`config.mk`:
```
export PLATFORM = sky130hd
export DESIGN_NAME = decode_stage_flat
export DESIGN_NICKNAME = d
export VERILOG_FILES = /design/src/rtl/decode_stage_if.sv /design/src/rtl/decode_stage.sv /design/src/flat_wrapper.sv
export SDC_FILE = /design/constraint.sdc
export NUM_CORES = 1
export LEC_CHECK = 0
export CAP_MARGIN = 10
export CORE_ASPECT_RATIO = 0.8
export CORE_MARGIN = 3
export CORE_UTILIZATION = 42
export CTS_CLUSTER_SIZE = 20
export DETAILED_ROUTE_END_ITERATION = 16
export GPL_TIMING_DRIVEN = 0
export HOLD_SLACK_MARGIN = 0.15
export PLACE_DENSITY = 0.82
export SKIP_CTS_REPAIR_TIMING = 1
export SLEW_MARGIN = 30
export SYNTH_ARGS = -nofsm -noshare
export SYNTH_HDL_FRONTEND = slang
export SYNTH_SLANG_ARGS = --single-unit
```
`constraint.sdc`:
```
create_clock -name clk_in -period 3.8 [get_ports clk_in]
set_clock_uncertainty 0.2 [all_clocks]
set_input_delay 0.76 -clock clk_in [delete_from_list [all_inputs] [get_ports clk_in]]
set_output_delay 0.76 -clock clk_in [all_outputs]
set_load 0.005 [all_outputs]
```
`src/rtl/decode_stage_if.sv`:
```
// decode_stage_if: bundles the IF-side, register-file, forwarding and EX-side
// signals of the RV32I decode stage.
//   slave  : view taken by decode_stage (consumes instruction, produces bundle)
//   master : view taken by the surrounding pipeline / testbench
// Ports carried: rdy_in, flush, if_valid/if_pc/if_ins/id_ready,
//   rf_re*/rf_addr*/rf_data*, fwd_we/fwd_rd/fwd_data/fwd_pending,
//   ex_ready/ex_valid and the decoded ex_* bundle.
interface decode_stage_if #(
  parameter int XLEN    = 32,
  parameter int NUM_FWD = 2,
  parameter int REG_AW  = 5
);
  logic                      rdy_in;
  logic                      flush;
  logic                      if_valid;
  logic [XLEN-1:0]           if_pc;
  logic [31:0]               if_ins;
  logic                      id_ready;
  logic                      rf_re1;
  logic                      rf_re2;
  logic [REG_AW-1:0]         rf_addr1;
  logic [REG_AW-1:0]         rf_addr2;
  logic [XLEN-1:0]           rf_data1;
  logic [XLEN-1:0]           rf_data2;
  logic [NUM_FWD-1:0]        fwd_we;
  logic [NUM_FWD*REG_AW-1:0] fwd_rd;
  logic [NUM_FWD*XLEN-1:0]   fwd_data;
  logic [NUM_FWD-1:0]        fwd_pending;
  logic                      ex_ready;
  logic                      ex_valid;
  logic [XLEN-1:0]           ex_pc;
  logic [REG_AW-1:0]         ex_rs1;
  logic [REG_AW-1:0]         ex_rs2;
  logic [XLEN-1:0]           ex_op1;
  logic [XLEN-1:0]           ex_op2;
  logic [REG_AW-1:0]         ex_rd;
  logic [XLEN-1:0]           ex_imm;
  logic [6:0]                ex_opcode;
  logic [2:0]                ex_funct3;
  logic                      ex_diff;
  logic                      ex_illegal;

  modport slave (
    input  rdy_in, flush, if_valid, if_pc, if_ins,
    output id_ready,
    output rf_re1, rf_re2, rf_addr1, rf_addr2,
    input  rf_data1, rf_data2,
    input  fwd_we, fwd_rd, fwd_data, fwd_pending,
    input  ex_ready,
    output ex_valid, ex_pc, ex_rs1, ex_rs2, ex_op1, ex_op2, ex_rd, ex_imm,
    output ex_opcode, ex_funct3, ex_diff, ex_illegal
  );

  modport master (
    output rdy_in, flush, if_valid, if_pc, if_ins,
    input  id_ready,
    input  rf_re1, rf_re2, rf_addr1, rf_addr2,
    output rf_data1, rf_data2,
    output fwd_we, fwd_rd, fwd_data, fwd_pending,
    output ex_ready,
    input  ex_valid, ex_pc, ex_rs1, ex_rs2, ex_op1, ex_op2, ex_rd, ex_imm,
    input  ex_opcode, ex_funct3, ex_diff, ex_illegal
  );
endinterface

```
`src/rtl/decode_stage.sv`:
```
// decode_stage: registered RV32I decode. Decodes if_ins combinationally, reads
// the register file, resolves operands through NUM_FWD forwarding channels
// (channel 0 youngest, highest priority), stalls on load-use and presents the
// bundle to EX through a valid/ready output register with flush.
//   clk_in : clock
//   rst_in : synchronous active-high reset
//   bus    : decode_stage_if.slave (IF, register file, forwarding, EX)
module decode_stage #(
  parameter int XLEN    = 32,
  parameter int NUM_FWD = 2,
  parameter int REG_AW  = 5
) (
  input  logic           clk_in,
  input  logic           rst_in,
  decode_stage_if.slave  bus
);
  localparam logic [6:0] OPC_LUI    = 7'b0110111;
  localparam logic [6:0] OPC_AUIPC  = 7'b0010111;
  localparam logic [6:0] OPC_JAL    = 7'b1101111;
  localparam logic [6:0] OPC_JALR   = 7'b1100111;
  localparam logic [6:0] OPC_BRANCH = 7'b1100011;
  localparam logic [6:0] OPC_LOAD   = 7'b0000011;
  localparam logic [6:0] OPC_STORE  = 7'b0100011;
  localparam logic [6:0] OPC_OPIMM  = 7'b0010011;
  localparam logic [6:0] OPC_OP     = 7'b0110011;

  logic [31:0]       ins;
  logic [6:0]        opcode;
  logic              use1, use2;
  logic [REG_AW-1:0] rs1, rs2, rd;
  logic [31:0]       imm32;
  logic [XLEN-1:0]   imm;
  logic [2:0]        funct3;
  logic              diff, illegal;

  assign ins    = bus.if_ins;
  assign opcode = ins[6:0];

  always_comb begin
    use1    = 1'b0;
    use2    = 1'b0;
    rd      = REG_AW'(ins[11:7]);
    imm32   = '0;
    funct3  = ins[14:12];
    diff    = 1'b0;
    illegal = 1'b0;
    case (opcode)
      OPC_LUI, OPC_AUIPC: imm32 = {ins[31:12], 12'b0};
      OPC_JAL:   imm32 = {{12{ins[31]}}, ins[19:12], ins[20], ins[30:21], 1'b0};
      OPC_JALR, OPC_LOAD: begin
        use1  = 1'b1;
        imm32 = {{20{ins[31]}}, ins[31:20]};
      end
      OPC_BRANCH: begin
        use1  = 1'b1;
        use2  = 1'b1;
        rd    = '0;
        imm32 = {{20{ins[31]}}, ins[7], ins[30:25], ins[11:8], 1'b0};
      end
      OPC_STORE: begin
        use1  = 1'b1;
        use2  = 1'b1;
        rd    = '0;
        imm32 = {{20{ins[31]}}, ins[31:25], ins[11:7]};
      end
      OPC_OPIMM: begin
        use1  = 1'b1;
        imm32 = {{20{ins[31]}}, ins[31:20]};
        diff  = ins[30];
      end
      OPC_OP: begin
        use1 = 1'b1;
        use2 = 1'b1;
        diff = ins[30];
      end
      default: begin
        illegal = 1'b1;
        rd      = '0;
        funct3  = '0;
      end
    endcase
  end

  assign imm = XLEN'($signed(imm32));
  assign rs1 = use1 ? REG_AW'(ins[19:15]) : '0;
  assign rs2 = use2 ? REG_AW'(ins[24:20]) : '0;

  assign bus.rf_re1   = use1;
  assign bus.rf_re2   = use2;
  assign bus.rf_addr1 = rs1;
  assign bus.rf_addr2 = rs2;

  // Channels are scanned oldest-first so the youngest match is written last.
  logic [XLEN-1:0] op1, op2;
  logic            haz1, haz2;

  always_comb begin
    op1  = bus.rf_data1;
    op2  = bus.rf_data2;
    haz1 = 1'b0;
    haz2 = 1'b0;
    for (int i = NUM_FWD - 1; i >= 0; i--) begin
      if (bus.fwd_we[i] && bus.fwd_rd[i*REG_AW +: REG_AW] == rs1) begin
        op1  = bus.fwd_data[i*XLEN +: XLEN];
        haz1 = bus.fwd_pending[i];
      end
      if (bus.fwd_we[i] && bus.fwd_rd[i*REG_AW +: REG_AW] == rs2) begin
        op2  = bus.fwd_data[i*XLEN +: XLEN];
        haz2 = bus.fwd_pending[i];
      end
    end
    if (rs1 == '0) begin
      op1  = '0;
      haz1 = 1'b0;
    end
    if (rs2 == '0) begin
      op2  = '0;
      haz2 = 1'b0;
    end
  end

  logic ex_valid_q;
  logic slot_free, hazard, take;

  assign slot_free    = !ex_valid_q || bus.ex_ready;
  assign hazard       = bus.if_valid && (haz1 || haz2);
  assign bus.id_ready = !rst_in && bus.rdy_in && !hazard && slot_free;
  assign take         = bus.if_valid && !hazard;

  logic [XLEN-1:0]   pc_q, op1_q, op2_q, imm_q;
  logic [REG_AW-1:0] rs1_q, rs2_q, rd_q;
  logic [6:0]        opcode_q;
  logic [2:0]        funct3_q;
  logic              diff_q, illegal_q;

  always_ff @(posedge clk_in) begin
    if (rst_in) begin
      ex_valid_q <= 1'b0;
      pc_q       <= '0;
      rs1_q      <= '0;
      rs2_q      <= '0;
      op1_q      <= '0;
      op2_q      <= '0;
      rd_q       <= '0;
      imm_q      <= '0;
      opcode_q   <= '0;
      funct3_q   <= '0;
      diff_q     <= 1'b0;
      illegal_q  <= 1'b0;
    end else if (bus.rdy_in) begin
      if (bus.flush) begin
        ex_valid_q <= 1'b0;
      end else if (slot_free) begin
        // Either a new bundle loads or the slot empties into a bubble.
        ex_valid_q <= take;
        if (take) begin
          pc_q      <= bus.if_pc;
          rs1_q     <= rs1;
          rs2_q     <= rs2;
          op1_q     <= op1;
          op2_q     <= op2;
          rd_q      <= rd;
          imm_q     <= imm;
          opcode_q  <= opcode;
          funct3_q  <= funct3;
          diff_q    <= diff;
          illegal_q <= illegal;
        end
      end
    end
  end

  assign bus.ex_valid   = ex_valid_q;
  assign bus.ex_pc      = pc_q;
  assign bus.ex_rs1     = rs1_q;
  assign bus.ex_rs2     = rs2_q;
  assign bus.ex_op1     = op1_q;
  assign bus.ex_op2     = op2_q;
  assign bus.ex_rd      = rd_q;
  assign bus.ex_imm     = imm_q;
  assign bus.ex_opcode  = opcode_q;
  assign bus.ex_funct3  = funct3_q;
  assign bus.ex_diff    = diff_q;
  assign bus.ex_illegal = illegal_q;
endmodule

```
`src/flat_wrapper.sv`:
```
// flat-port wrapper written by rule: the top's interface ports become plain ports
module decode_stage_flat 
#(
  parameter int XLEN    = 32,
  parameter int NUM_FWD = 2,
  parameter int REG_AW  = 5
)
  (clk_in, rst_in, bus_rdy_in, bus_flush, bus_if_valid, bus_if_pc, bus_if_ins, bus_id_ready, bus_rf_re1, bus_rf_re2, bus_rf_addr1, bus_rf_addr2, bus_rf_data1, bus_rf_data2, bus_fwd_we, bus_fwd_rd, bus_fwd_data, bus_fwd_pending, bus_ex_ready, bus_ex_valid, bus_ex_pc, bus_ex_rs1, bus_ex_rs2, bus_ex_op1, bus_ex_op2, bus_ex_rd, bus_ex_imm, bus_ex_opcode, bus_ex_funct3, bus_ex_diff, bus_ex_illegal);
  decode_stage_if #(.XLEN(XLEN), .NUM_FWD(NUM_FWD), .REG_AW(REG_AW)) bus_i ();
  input  logic clk_in;
  input  logic rst_in;
  input wire logic [$bits(bus_i.rdy_in)-1:0] bus_rdy_in;
  input wire logic [$bits(bus_i.flush)-1:0] bus_flush;
  input wire logic [$bits(bus_i.if_valid)-1:0] bus_if_valid;
  input wire logic [$bits(bus_i.if_pc)-1:0] bus_if_pc;
  input wire logic [$bits(bus_i.if_ins)-1:0] bus_if_ins;
  output wire logic [$bits(bus_i.id_ready)-1:0] bus_id_ready;
  output wire logic [$bits(bus_i.rf_re1)-1:0] bus_rf_re1;
  output wire logic [$bits(bus_i.rf_re2)-1:0] bus_rf_re2;
  output wire logic [$bits(bus_i.rf_addr1)-1:0] bus_rf_addr1;
  output wire logic [$bits(bus_i.rf_addr2)-1:0] bus_rf_addr2;
  input wire logic [$bits(bus_i.rf_data1)-1:0] bus_rf_data1;
  input wire logic [$bits(bus_i.rf_data2)-1:0] bus_rf_data2;
  input wire logic [$bits(bus_i.fwd_we)-1:0] bus_fwd_we;
  input wire logic [$bits(bus_i.fwd_rd)-1:0] bus_fwd_rd;
  input wire logic [$bits(bus_i.fwd_data)-1:0] bus_fwd_data;
  input wire logic [$bits(bus_i.fwd_pending)-1:0] bus_fwd_pending;
  input wire logic [$bits(bus_i.ex_ready)-1:0] bus_ex_ready;
  output wire logic [$bits(bus_i.ex_valid)-1:0] bus_ex_valid;
  output wire logic [$bits(bus_i.ex_pc)-1:0] bus_ex_pc;
  output wire logic [$bits(bus_i.ex_rs1)-1:0] bus_ex_rs1;
  output wire logic [$bits(bus_i.ex_rs2)-1:0] bus_ex_rs2;
  output wire logic [$bits(bus_i.ex_op1)-1:0] bus_ex_op1;
  output wire logic [$bits(bus_i.ex_op2)-1:0] bus_ex_op2;
  output wire logic [$bits(bus_i.ex_rd)-1:0] bus_ex_rd;
  output wire logic [$bits(bus_i.ex_imm)-1:0] bus_ex_imm;
  output wire logic [$bits(bus_i.ex_opcode)-1:0] bus_ex_opcode;
  output wire logic [$bits(bus_i.ex_funct3)-1:0] bus_ex_funct3;
  output wire logic [$bits(bus_i.ex_diff)-1:0] bus_ex_diff;
  output wire logic [$bits(bus_i.ex_illegal)-1:0] bus_ex_illegal;
  assign bus_i.rdy_in = bus_rdy_in;
  assign bus_i.flush = bus_flush;
  assign bus_i.if_valid = bus_if_valid;
  assign bus_i.if_pc = bus_if_pc;
  assign bus_i.if_ins = bus_if_ins;
  assign bus_id_ready = bus_i.id_ready;
  assign bus_rf_re1 = bus_i.rf_re1;
  assign bus_rf_re2 = bus_i.rf_re2;
  assign bus_rf_addr1 = bus_i.rf_addr1;
  assign bus_rf_addr2 = bus_i.rf_addr2;
  assign bus_i.rf_data1 = bus_rf_data1;
  assign bus_i.rf_data2 = bus_rf_data2;
  assign bus_i.fwd_we = bus_fwd_we;
  assign bus_i.fwd_rd = bus_fwd_rd;
  assign bus_i.fwd_data = bus_fwd_data;
  assign bus_i.fwd_pending = bus_fwd_pending;
  assign bus_i.ex_ready = bus_ex_ready;
  assign bus_ex_valid = bus_i.ex_valid;
  assign bus_ex_pc = bus_i.ex_pc;
  assign bus_ex_rs1 = bus_i.ex_rs1;
  assign bus_ex_rs2 = bus_i.ex_rs2;
  assign bus_ex_op1 = bus_i.ex_op1;
  assign bus_ex_op2 = bus_i.ex_op2;
  assign bus_ex_rd = bus_i.ex_rd;
  assign bus_ex_imm = bus_i.ex_imm;
  assign bus_ex_opcode = bus_i.ex_opcode;
  assign bus_ex_funct3 = bus_i.ex_funct3;
  assign bus_ex_diff = bus_i.ex_diff;
  assign bus_ex_illegal = bus_i.ex_illegal;
  decode_stage #(.XLEN(XLEN), .NUM_FWD(NUM_FWD), .REG_AW(REG_AW)) u_core (.clk_in(clk_in), .rst_in(rst_in), .bus(bus_i));
endmodule
```
# Word level (Yosys, flattened, before mapping)
# Index checks and enable logic that the tools add are counted.
[word_totals]
regBits = 156
output_inout_bits = 169
elab_cells = 75
[classes]
eq_ne = 13
muxes = 23
bitwise = 1
reduce_logical = 26
[op_table]
columns = ["op", "n"]
rows = [
  ["32-bit two-way mux", 6],
  ["32-bit case mux with 5 select lines", 1],
  ["7-bit by 6-bit equality test with 1-bit output, second input constant", 3],
  ["7-bit equality test, second input constant", 3],
  ["5-bit equality test", 4],
  ["5-bit two-way mux", 3],
  ["7-bit by 5-bit equality test with 1-bit output, second input constant", 2],
  ["1-bit two-way mux", 12],
  ["5-bit zero test", 2],
  ["1-bit logical AND", 9],
  ["9-bit OR reduction", 1],
  ["7-bit by 2-bit equality test with 1-bit output, second input constant", 1],
  ["7-bit OR reduction", 1],
  ["3-bit OR reduction", 2],
  ["6-bit OR reduction", 1],
  ["4-bit AND reduction", 1],
  ["2-bit OR reduction", 2],
  ["1-bit zero test", 3],
  ["3-bit two-way mux", 1],
  ["1-bit logical OR", 2],
  ["2-bit AND reduction", 1],
  ["2-bit nonzero test", 1],
  ["1-bit inverter", 1],
]

# Longest topological paths before layout
# Gate-level depths: netlist (run 1).
[logic_depth]
word_depth = 15
mapped_depth = 12
ltp_nobuf = 8

# Worst setup path after synthesis (run 1)
# Ideal clock, no wire load.
[synth_path]
path_type = "input port to output port"
from = "in bus_if_ins[2]"
to = "out bus_id_ready"
arrival_time_ps = 2860
t_required_ps = 2840
setup_slack_ps = -20
path_stages = 10
path_buffers = 3
path_cell_list = "buf_6 and4bb_1 buf_4 nand3_2 a221o_1 or3_4 clkbuf_1 a41oi_1 nand2_1 a211oi_1"
[synth_via]
elab_chain_len = 14
elab_cells_between_ends = 33
classes_between = "eq/ne (10); mux (10); reduce/logical (13)"
[synth_lines]
columns = ["element", "line_no", "text"]
rows = [
  ["start, declared", "flat_wrapper.sv:16", "input wire logic [$bits(bus_i.if_ins)-1:0] bus_if_ins;"],
  ["7-bit equality test, or another cell as far along", "decode_stage.sv:47", "case (opcode)"],
  ["6-bit OR reduction (no line) / 3-bit OR reduction (equally long branches)", "n/a", ""],
  ["1-bit two-way mux", "decode_stage.sv:47", ""],
  ["5-bit two-way mux, on equally long branches", "decode_stage.sv:85, decode_stage.sv:86", ""],
  ["5-bit equality test, on equally long branches", "decode_stage.sv:103, decode_stage.sv:107", ""],
  ["1-bit logical AND, on equally long branches", "decode_stage.sv:103, decode_stage.sv:107", ""],
  ["1-bit two-way mux, on equally long branches (2 in a row)", "decode_stage.sv:103, decode_stage.sv:107", ""],
  ["1-bit two-way mux, on equally long branches", "decode_stage.sv:112, decode_stage.sv:116", ""],
  ["1-bit logical OR (*)", "decode_stage.sv:126", "assign hazard = bus.if_valid && (haz1 || haz2);"],
  ["1-bit logical AND (*)", "decode_stage.sv:126", ""],
  ["1-bit zero test (*)", "decode_stage.sv:127", "assign bus.id_ready = !rst_in && bus.rdy_in && !hazard && slot_free;"],
  ["1-bit logical AND (*) (2 in a row)", "decode_stage.sv:127", ""],
  ["end, declared", "flat_wrapper.sv:17", "output wire logic [$bits(bus_i.id_ready)-1:0] bus_id_ready;"],
]
# Mark *: on every way between the ends. The rest lies on a longest branch, timed or not.

# Final worst setup path (run 1)
# Same ends and word-level chain as after synthesis.

==> results of run 1 <==
power groups by stage:
stage               clock network [mW]  logic [mW]  registers, mW
finish                            1.67       0.617           1.68
global route                      1.75       0.655           1.68
CTS                               1.68       0.590           1.68
detailed placement                   0       0.586           1.72
global placement                     0       0.577           1.72
floorplan                            0       0.202           1.72
per-layer routing:
layer	global-route usage	vias up
met2	0.469	540
met4	0.0933	2
met5	0	-
met3	0.0760	61
met1	0.411	4561
li1	-	4371
cells by family after synthesis:
| kind of cell | Yosys count | synth area share |
|---|---|---|
| xor+xnor | 5 | 0.00537 |
| flops | 156 | 0.383 |
| buf+inv | 109 | 0.0614 |
| compound gates | 378 | 0.277 |
| simple gates | 216 | 0.146 |
| mux | 98 | 0.127 |
state kept, by name (all words and copies together), names as in the netlist:
signal	flops
u_core.bus.ex_op2	32
u_core.bus.ex_opcode	7
u_core.bus.ex_rs2	5
u_core.bus.ex_illegal	1
u_core.bus.ex_op1	32
u_core.bus.ex_pc	32
u_core.bus.ex_imm	32
u_core.bus.ex_funct3	3
u_core.bus.ex_rs1	5
u_core.bus.ex_diff	1
u_core.bus.ex_rd	5
u_core.bus.ex_valid	1
cells in the mapped netlist (3+ instances only):
cell type,instances,share of area
inv_1,16,0.0074
mux2_2,20,0.028
xor2_1,3,0.0032
and2_1,4,0.0031
nor2_1,42,0.019
o21ai_1,3,0.0018
o41ai_1,5,0.0054
dfxtp_1,156,0.38
a211oi_1,27,0.025
a22oi_1,4,0.0037
clkbuf_1,52,0.024
nor3_1,3,0.0018
mux2i_1,64,0.079
o211ai_1,5,0.0046
or3_1,3,0.0023
o21ai_0,104,0.064
or2_2,3,0.0023
and3_1,3,0.0023
a22o_1,32,0.034
nand3b_1,5,0.0046
buf_1,4,0.0018
a21oi_1,162,0.099
buf_4,6,0.0055
nand2_1,18,0.0083
nand2b_1,11,0.0084
nand3_1,51,0.031
nand4_1,13,0.010
buf_2,25,0.015
nor2b_1,45,0.035
buf_6,5,0.0069
mux2_1,13,0.018
a31oi_1,6,0.0046
through the flow:
step / hold slack (ns) / instance area, µm² / setup WS (ns)
floorplan: 0.265 / 8160 / 0.00419
global placement: 0.259 / 12200 / -1.80
detailed placement: 0.263 / 12200 / -1.80
CTS: 0.277 / 12800 / -1.82
global route: 0.300 / 13100 / -0.202
finish: 0.276 / 13100 / -0.159
worst max-delay path by stage:
stage / depth (start not counted) / startpoint / slack (ns) / to
floorplan: 10 / bus_if_ins[2] / 0.004 / bus_id_ready
global placement: 12 / bus_if_ins[4] / -1.80 / bus_id_ready
detailed placement: 12 / bus_if_ins[4] / -1.80 / bus_id_ready
CTS: 12 / bus_if_ins[4] / -1.82 / bus_id_ready
global route: 11 / bus_if_ins[2] / -0.20 / bus_id_ready
finish: 11 / bus_if_ins[2] / -0.16 / bus_id_ready
worst min-delay path, delay by kind of cell (launching register included):
kind | cells | cell delay, ns
flip-flops | 1 | 0.31
AO/OA/AOI/OAI | 2 | 0.12
area by class of cell:
class / count / area [µm²]
sequential: 156 / 3120
multi-input combinational: 697 / 4630
inverter: 17 / 63.8
clock buffer: 18 / 429
timing repair buffer: 390 / 3910
buffer: 90 / 488
clock inverter: 14 / 136
antenna: 5 / 12.5
tap: 253 / 317
fill: 1515 / 5500
==> results.txt, run 1 <==
In this run the standard cell core region covers about 0.019 mm². The maximum cell stage delay along the critical path is 0.43 ns. Summing every instance area after synthesis gives 0.00815 mm². The placed cell count came out at 1591. The die extent in x came out at 162 µm. The total die area is 0.0211 mm². Setup violations remaining at the end of the flow were counted as 1. The count of buffers inserted at the top-level ports is 376. Across every metal layer, demand over resource in global routing totals 0.300. The arrival time at the worst endpoint came out at approximately 3.0 ns. The tightest min-delay check is of the register to register type. The critical path start-end classification is primary input to output pin.

The share of flip-flops with an asynchronous set or reset after synthesis came out at 0. CTS saw about 160 sinks. The via count is 9535. The total CTS buffers is 17.

The beginning of the worst register-to-register path is u_core.bus.ex_valid$_SDFFE_PP0P_. The weighted congestion at the end of routability-driven global placement is 0.985. The final worst setup slack came out at -0.159 ns.

The distinct cell type count of the synthesized netlist is 70. In the layout the commonest cells are clkdlybuf4s50_1 (353), a21oi_1 (161), dfxtp_1 (156). For hold timing, the worst endpoint is u_core.bus.ex_pc[12]$_SDFFE_PP0P_. Measured on the finished design, the core utilization comes to 0.704. The number of synthesis warnings is 0.

Measured in cells, the most critical reg-to-reg path has a length of 8. The via density per instance came out at approximately 5.8. The flow ran to the end, but the final reports show violations. The fraction of power consumed by sequential logic is 0.423. STA classifies the critical path startpoint as a primary input.

The first-pass GRT wire length is 49.5 mm. The top routing layer in use is met5. Based on the critical path, the design can be clocked at up to 253 MHz. The total wire length after detailed routing came out at 34.4 mm. The count of pins on the block boundary is between 300 and 400.

The clock insertion delay at the later pin of the skew report came out at 0.42 ns. The mean area per synthesized cell is around 8.5 µm². The wire length the detailed router placed on met1 is approximately 15 mm. The number of DRC markers in iteration 0 is 1041. The largest net degree at the start of global routing is 17. In the synthesized netlist the dominant register cell turns out to be dfxtp_1. The portion of the clock cycle consumed by the worst path in the final layout came out at 1.04. The clock passes through at most 2 buffers. The length of the first detailed-routing pass in iterations came out at 5.

The final number of hold-violating endpoints is 0. The final HPWL from detailed placement is 26.2 mm. The internal power is 2.93 mW. Detailed routing placed a total of 3.34 mm of wire on met3. The post-synthesis register bit count came out at 156.

Setup repair after global routing could not meet its margin everywhere. The H-tree level count came out at 4. The time the final worst path needs with I/O delays and setup came out at around 4 ns. The library cell used most frequently in the layout, excluding fill and tap cells, is clkdlybuf4s50_1. The cell count after synthesis is around 960. The largest individual stage delay along the critical path comes from the cell or3_4. The number of cells on the worst hold path came out at 2.

The layout-stage area growth over the synthesis result came out at 60.8%. After clock tree synthesis, the clock-pin slew on the worst setup and hold paths is 0.07 ns. Among cell families on the critical path, the largest total delay comes from simple AND/OR/NAND/NOR gates. Traced cell by cell, the critical path runs through buf_12 -> and4bb_1 -> buf_6 -> nand4_1 -> a221o_1 -> or3_4 -> buf_8 -> a41oi_2 -> nand2_2 -> a211oi_2 -> buf_2. The largest fanout on the critical path is 6. The initial core utilization is 0.438. The headroom to the max-slew limit is 0.406.

The total length of routed met2 wires is 15.4 mm. In the final timing run, aggregate negative setup slack is -0.159 ns. The post-synth net total is 1174. The net count of the finished layout is 1581. The number of buffer and inverter instances along the worst setup path is 4. In this run the clock root is driven by a clkbuf_16. The via count of the first global-routing pass came to approximately 9000. The share of total power dissipated in combinational logic is 0.155. TritonCTS built the clock tree. The number of max-cap violations came out at 0. In this run the static leakage power is 4.97 nW.

The switching share of total power came out at 0.264. The part of the total power dissipated in the clock network is 0.422. The endpoint required time on the critical path is 2.84 ns. For this run, design rule violations remaining after detail routing come to 0. The floorplan row count is 44. The final reports fail on setup timing. The maximum vdd drop came out at 0.263 mV.

The net switching component of the power came out at 1.05 mW. The height of the chip came out at around 130 µm. The overall power after layout came out at approximately 4.0 mW. The count of nets left with antenna violations once routing finished came out at 0. The power density over the cells came out at between 300 and 400 mW/mm². STA classifies the critical path endpoint as an output pin. After detailed routing, the average wire length per cell comes to 21.0 µm. The finished layout holds 1640 standard cells, fillers aside. The number of flops mapped to enable cells by yosys came out at 0. The endpoint identified for the worst register-to-register timing path is u_core.bus.ex_imm[14]$_SDFFE_PP0P_. The setup slack on the worst flop-to-flop path came out at around 1.2 ns. The share of post-route cells with drive strength above 1 is 0.104. The startpoint of the lowest-slack hold path is u_core.bus.ex_pc[12]$_SDFFE_PP0P_. The initial antenna violation count came to 5. The fraction of the yosys area taken by sequential cells came out at 0.383. The max-slew violation count came out at 0. The total grt overflow came out at 0. For the pin with the worst max-slew slack, the measured transition is 0.884 ns.
Power figures use the tool's default switching activity.
==> run 2: changes to the inputs <==
Settings changed: ABC_AREA set to 1, CORE_MARGIN 3 to 2, CORE_UTILIZATION 42 to 44, PLACE_DENSITY 0.82 to 0.81.
==> results.txt, run 2 <==
The fraction of power consumed by sequential logic came out at 0.389 (was 0.423). Commonest cells after routing, fill and taps aside: nand2_1 (461), nor2_1 (388), clkdlybuf4s50_1 (370) (was clkdlybuf4s50_1 (353), a21oi_1 (161), dfxtp_1 (156)). Top cells by count, synth: nand2_1 (469), nor2_1 (392), inv_1 (268) (was a21oi_1 (162), dfxtp_1 (156), o21ai_0 (104)).

The average routed wire per standard cell is 17.2 µm (was 21.0 µm). The count of pins on the block boundary is 381 (unchanged). The arrival time at the worst endpoint came to 2.80 ns (was 3.00 ns). The number of flops mapped to enable cells by yosys is 0 (unchanged). The number of clock sinks was 156 (unchanged). The count of buffers inserted at the top-level ports is 380 (was 376).

The kind of end point of the critical path is an output pin (unchanged). The net switching component of the power came out at 1.43 mW (was 1.05 mW). The number of synthesis warnings is 0 (unchanged). The max-slew violation count is 0 (unchanged). The post-synth net total is 1883 (was 1174).

The share of power burned in combinational logic came out at 0.221 (was 0.155). The mean area per synthesized cell came to 5.68 µm² (was 8.48 µm²). The most frequent standard cell in the layout excluding fill and tap cells is nand2_1 (was clkdlybuf4s50_1). The total global routing track utilization was 0.346 (was 0.300). The height of the chip came out at 135 µm (was 131 µm). The floorplan row count is 48 (was 44). The largest net degree at the start of global routing is 19 (was 17).

The total grt overflow came to 0 (unchanged). The post-synthesis register bit count is 156 (unchanged). The pre-CTS worst setup slack is -1.40 ns (was -1.80 ns). The weighted congestion at the end of routability-driven global placement came out at 0.961 (was 0.985). The area fraction of the dominant cell type after synthesis is 0.329 (was 0.383). The net count of the finished layout is 2307 (was 1581). The first-pass GRT wire length came out at 60.6 mm (was 49.5 mm). The power density over the cells came out at 311 mW/mm² (was 303 mW/mm²). The post-CTS clock slew at the launch and capture registers of the worst setup and hold paths came out at 0.07 ns (about the same).

The final setup TNS is 0 ns (was -0.159 ns). The fraction of the yosys area taken by sequential cells is 0.329 (was 0.383). The dominant register cell in the synthesized netlist was dfxtp_1 (unchanged). The total die area came out at 0.0228 mm² (was 0.0211 mm²).

The H-tree level count came out at 4 (unchanged). The residual antenna-violating net count after detailed routing is 0 (unchanged). The final core utilization came out at 0.683 (was 0.704). The total standard cell area after synthesis was 0.00950 mm² (was 0.00815 mm²). The headroom to the max-slew limit is 0.401 (was 0.406). The via count of the first global-routing pass came to 11100 (was 8806). The die extent in x came out at 168 µm (was 162 µm). The cell type with the highest aggregate area in the netlist is dfxtp_1 (unchanged). The fmax came out at 266 MHz (was 253 MHz).

The maximum vdd drop is 0.326 mV (was 0.263 mV). Run status: complete, no violations (was finished, violations left). The final worst setup slack came to 0.0351 ns (was -0.159 ns). The via count came out at 12100 (was 9535). The core area was 0.0214 mm² (was 0.0186 mm²). The layout-stage area growth over the synthesis result is 53.8% (was 60.8%).

The initial core utilization came out at 0.444 (was 0.438). The final number of hold-violating endpoints is 0 (unchanged). The root buffer cell is clkbuf_16 (unchanged).

The critical path start-end classification is primary input to output pin (unchanged). The internal power is 3.12 mW (was 2.93 mW). The final HPWL from detailed placement is 31.3 mm (was 26.2 mm). The initial antenna violation count came out at 3 (was 5). The leakage power figure is 7.40 nW (was 4.97 nW). The type of the tightest min-delay check is register to register (unchanged). The distinct cell type count of the synthesized netlist came out at 32 (was 70). The length of the first detailed-routing pass in iterations came out at 6 (was 5). The remaining design rule violation count is 0 (unchanged). The number of DRC markers in iteration 0 came out at 1228 (was 1041).

The time the final worst path needs with I/O delays and setup came out at 3.76 ns (was 3.96 ns). The via density per instance came out at 5.09 (was 5.81). The switching share of total power is 0.314 (was 0.264). The largest fanout on the critical path is 6 (unchanged).

The slew at the pin with the worst max-slew slack came to 0.899 ns (was 0.884 ns). The final count of negative-setup-slack endpoints came out at 0 (was 1). The clock insertion delay at the later pin of the skew report came out at 0.43 ns (was 0.42 ns). The portion of the clock cycle consumed by the worst path in the final layout came out at 0.991 (was 1.04). The CTS tree is yes (unchanged). The cell count after synthesis came out at 1671 (was 962). Most area-consuming cells after synthesis: dfxtp_1 (33%), nand2_1 (19%), nor2_1 (15%) (was dfxtp_1 (38%), a21oi_1 (9.9%), mux2i_1 (7.9%)). The number of max-cap violations is 0 (unchanged). The share of post-route cells with drive strength above 1 came out at 0.0726 (was 0.104). The most frequent cell after synthesis is nand2_1 (was a21oi_1). The share of flip-flops with an asynchronous set or reset after synthesis is 0 (unchanged).

The endpoint required time on the critical path is 2.84 ns (about the same). The total wire length after detailed routing is 41.0 mm (was 34.4 mm). The part of the total power dissipated in the clock network is 0.390 (was 0.422). The type of origin of the critical path is a primary input (unchanged). The total CTS buffers is 17 (unchanged). The maximum buffer depth of the clock tree came out at 2 (unchanged).
-- run 2: cell types whose count changed after synthesis, sizes merged, moves of 21 or more --
cell    previous run  this run
mux2i             65         0
a22o              32         0
inv               17       274
a211oi            29         8
nor2              43       401
nor2b             45        11
a21oi            163        41
o21ai            107        18
mux2              33         0
nand2             18       470
nand4             14        93
-- run 2: cell type report --
cell class                      instances  area (µm²)
Multi-Input combinational cell       1140        5050
Inverter                              275        1040
Clock inverter                         15         163
Fill cell                            1944        6770
Clock buffer                           17         425
Tap cell                              275         344
Sequential cell                       156        3120
Buffer                                101         494
Antenna cell                            2        5.00
Timing Repair Buffer                  404        3970
-- run 2: cells by family after synthesis --
group / synth area share
AO/OA/AOI/OAI: 0.0466
XOR/XNOR: 0.00369
buffers and inverters: 0.158
flip-flops: 0.329
AND/OR/NAND/NOR: 0.463
-- run 2: power by group through the flow --
stage	registers, mW	logic (mW)	clock network (mW)
after global placement	1.80	0.943	0
after CTS	1.77	0.965	1.78
after floorplan	1.81	0.392	0
after detailed placement	1.80	0.956	0
after global routing	1.77	1.09	1.84
final	1.77	1.00	1.77
-- run 2: metal layers --
metal / track usage / vias up / routed length [µm]
met3: 0.0920 / 95 / 4560
met1: 0.456 / 5446 / 16800
met2: 0.549 / 680 / 18300
met4: 0.122 / 2 / 1340
met5: 0 / - / 13
li1: - / 5909 / -
-- run 2: worst max-delay path, stage by stage --
cell,delay (ns)
clkdlybuf4s50_1,0.61
nand3_4,0.15
nand2_1,0.09
nand4_1,0.09
nand3b_1,0.24
nor2_1,0.16
nor2_1,0.06
nand2_2,0.12
buf_6,0.12
buf_8,0.11
nand2_4,0.05
a21oi_2,0.11
buf_2,0.12
-- run 2: worst paths after layout --
path / end / slack (ns) / start / cells after the start
setup / recovery: bus_id_ready / 0.04 / bus_if_ins[22] / 13
setup reg to reg: u_core.bus.ex_op1[20]$_SDFFE_PP0P_ / 1.41 / u_core.bus.ex_valid$_SDFFE_PP0P_ / 8
hold / removal: u_core.bus.ex_valid$_SDFFE_PP0P_ / 0.30 / u_core.bus.ex_valid$_SDFFE_PP0P_ / 2
hold reg to reg: u_core.bus.ex_valid$_SDFFE_PP0P_ / 0.30 / u_core.bus.ex_valid$_SDFFE_PP0P_ / 2
-- run 2: through the flow --
stage               cell area, µm²  hold WS [ns]  total power [mW]  instances
floorplan                     9500         0.267              2.20       1671
global placement             13600         0.273              2.74       2326
detailed placement           13700         0.290              2.76       2326
CTS                          14200         0.299              4.51       2358
global route                 14600         0.325              4.71       2385
finish                       14600         0.299              4.54       2385
==> run 3: changes to the inputs <==
Settings changed: SETUP_SLACK_MARGIN set to 0.4.
==> results.txt, run 3 (synthesis results as in run 2) <==
The kind of end point of the critical path was an output pin (unchanged). The number of clock sinks is 156 (unchanged). The portion of the clock cycle consumed by the worst path in the final layout came out at 0.970 (was 0.991). The via density per instance came to 5.10 (was 5.09). The final count of negative-setup-slack endpoints is 0 (unchanged). The die extent in x was 168 µm (unchanged). Commonest cells after routing, fill and taps aside: nand2_1 (456), nor2_1 (387), clkdlybuf4s50_1 (367) (was nand2_1 (461), nor2_1 (388), clkdlybuf4s50_1 (370)). The final HPWL from detailed placement came to 30.6 mm (was 31.3 mm). The type of the tightest min-delay check is register to register (unchanged). The post-CTS clock slew at the launch and capture registers of the worst setup and hold paths came out at 0.06 ns (was 0.07 ns). The initial core utilization came out at 0.444 (unchanged). The worst hold-check slack came out at 0.298 ns (was 0.299 ns).

The total CTS buffers came out at 17 (unchanged). The total wire length after detailed routing is 40.0 mm (was 41.0 mm). The layout-stage area growth over the synthesis result came out at 56.1% (was 53.8%). The CTS tree is yes (unchanged).

The largest net degree at the start of global routing is 17 (was 19). The length of the first detailed-routing pass in iterations came out at 5 (was 6). The arrival time at the worst endpoint came out at 2.73 ns (was 2.80 ns). The leakage power figure came to 7.53 nW (was 7.40 nW). The number of DRC markers in iteration 0 is 1170 (was 1228).

The H-tree level count is 4 (unchanged). The count of pins on the block boundary is 381 (unchanged). The total die area is 0.0228 mm² (unchanged).

The clock insertion delay at the later pin of the skew report came out at 0.42 ns (was 0.43 ns). The total global routing track utilization is 0.334 (was 0.346). The net count of the finished layout was 2316 (was 2307). The headroom to the max-slew limit is 0.379 (was 0.401). The library cell appearing most often on the critical path was nand2_4 (was nor2_1). The via count came out at 12200 (was 12100). The average routed wire per standard cell is 16.7 µm (was 17.2 µm). The number of max-cap violations came out at 0 (unchanged). The maximum cell stage delay along the critical path is 0.16 ns (was 0.61 ns). The power density over the cells came out at 310 mW/mm² (was 311 mW/mm²).

The number of cells on the worst hold path is 2 (unchanged). The slew at the pin with the worst max-slew slack is 0.932 ns (was 0.899 ns). Cell chain of the critical path: clkbuf_2 -> nand2_4 -> nor2_4 -> buf_12 -> nand2_4 -> nand3_4 -> nand2_2 -> nand2_1 -> nand2_1 -> nor2_1 -> nand3_2 -> nor2_2 -> nor2_1 -> nand2_2 -> buf_6 -> nand2_4 -> a21oi_2 -> clkbuf_2 (was clkdlybuf4s50_1 -> nand3_4 -> nand2_1 -> nand4_1 -> nand3b_1 -> nor2_1 -> nor2_1 -> nand2_2 -> buf_6 -> buf_8 -> nand2_4 -> a21oi_2 -> buf_2). The root buffer cell was clkbuf_16 (unchanged). The time the final worst path needs with I/O delays and setup was 3.69 ns (was 3.76 ns).

The type of origin of the critical path is a primary input (unchanged). The count of buffers inserted at the top-level ports came out at 380 (unchanged). The total grt overflow came out at 0 (unchanged). Setup repair after global routing could not meet its margin everywhere. The maximum vdd drop came to 0.357 mV (was 0.326 mV). The maximum buffer depth of the clock tree came out at 2 (unchanged). The max-slew violation count is 0 (unchanged). The final number of hold-violating endpoints came to 0 (unchanged). The largest fanout on the critical path came out at 7 (was 6). The critical path start-end classification is primary input to output pin (unchanged). Run status: complete, no violations (unchanged).

The core area is 0.0214 mm² (unchanged). The height of the chip is 135 µm (unchanged). The fmax is 271 MHz (was 266 MHz). The remaining design rule violation count came out at 0 (unchanged). The final core utilization came out at 0.694 (was 0.683). The most frequent standard cell in the layout excluding fill and tap cells is nand2_1 (unchanged).

The initial antenna violation count came out at 4 (was 3). The floorplan row count came out at 48 (unchanged). The first-pass GRT wire length is 58.6 mm (was 60.6 mm). The weighted congestion at the end of routability-driven global placement came to 0.961 (about the same). The slowest cell on the critical path was buf_12 (was clkdlybuf4s50_1). The share of post-route cells with drive strength above 1 came out at 0.0812 (was 0.0726). The residual antenna-violating net count after detailed routing came to 0 (unchanged). The depth of the worst register-to-register path is 8 (unchanged).

The endpoint required time on the critical path is 2.84 ns (about the same). The via count of the first global-routing pass was 10900 (was 11100).
==> run 3: cell types whose count changed in the layout (fill, tap and decap cells not counted), sizes merged <==
cell | previous run | this run
dlymetal6s2s | 3 | 5
buf | 82 | 94
bufinv | 0 | 2
inv | 284 | 281
clkbuf | 67 | 66
clkdlybuf4s50 | 370 | 367
nor2 | 402 | 401
nand3 | 71 | 72
==> run 3: layout make-up <==
type,count,area [µm²]
clock inverters,14,176
multi-input cells,1140,5120
inverters,275,1040
fillers,1918,6550
clock buffers,18,439
repair buffers,413,4080
plain buffers,101,495
well taps,275,344
diodes,2,5.00
flip-flops and latches,156,3120
==> run 3: worst paths after layout <==
check | from | to | slack [ns]
max | bus_if_ins[1] | bus_id_ready | 0.11
min | u_core.bus.ex_valid$_SDFFE_PP0P_ | u_core.bus.ex_valid$_SDFFE_PP0P_ | 0.30
max reg2reg | u_core.bus.ex_valid$_SDFFE_PP0P_ | u_core.bus.ex_op2[7]$_SDFFE_PP0P_ | 1.43
min reg2reg | u_core.bus.ex_valid$_SDFFE_PP0P_ | u_core.bus.ex_valid$_SDFFE_PP0P_ | 0.30
==> run 3: worst max-delay path, delay by kind of cell <==
family / cells / cell delay, ns
buffers and inverters: 4 / 0.52
AO/OA/AOI/OAI: 1 / 0.11
AND/OR/NAND/NOR: 13 / 1.33
==> run 3: routing by layer <==
layer	track usage	share of wire
met1	0.428	0.40
met2	0.513	0.44
met3	0.110	0.12
met4	0.147	0.044
met5	0	0.00075
==> run 3: stage by stage <==
step	setup TNS (ns)	area (µm²)	power [mW]	instances	setup slack (ns)
after floorplan	0	9530	2.20	1671	0.412
after global placement	-70.90	13700	2.74	2326	-1.32
after detailed placement	-83.12	13700	2.75	2326	-1.19
after CTS	-15.54	14300	4.55	2358	-1.19
after global routing	-0.0332	14800	4.77	2393	-0.0332
final	0	14800	4.59	2394	0.114
==> run 3: where the power goes <==
group,internal [mW],switching (mW),total (mW)
registers,1.72,0.0468,1.77
clock network,1.02,0.801,1.82
logic,0.516,0.491,1.01
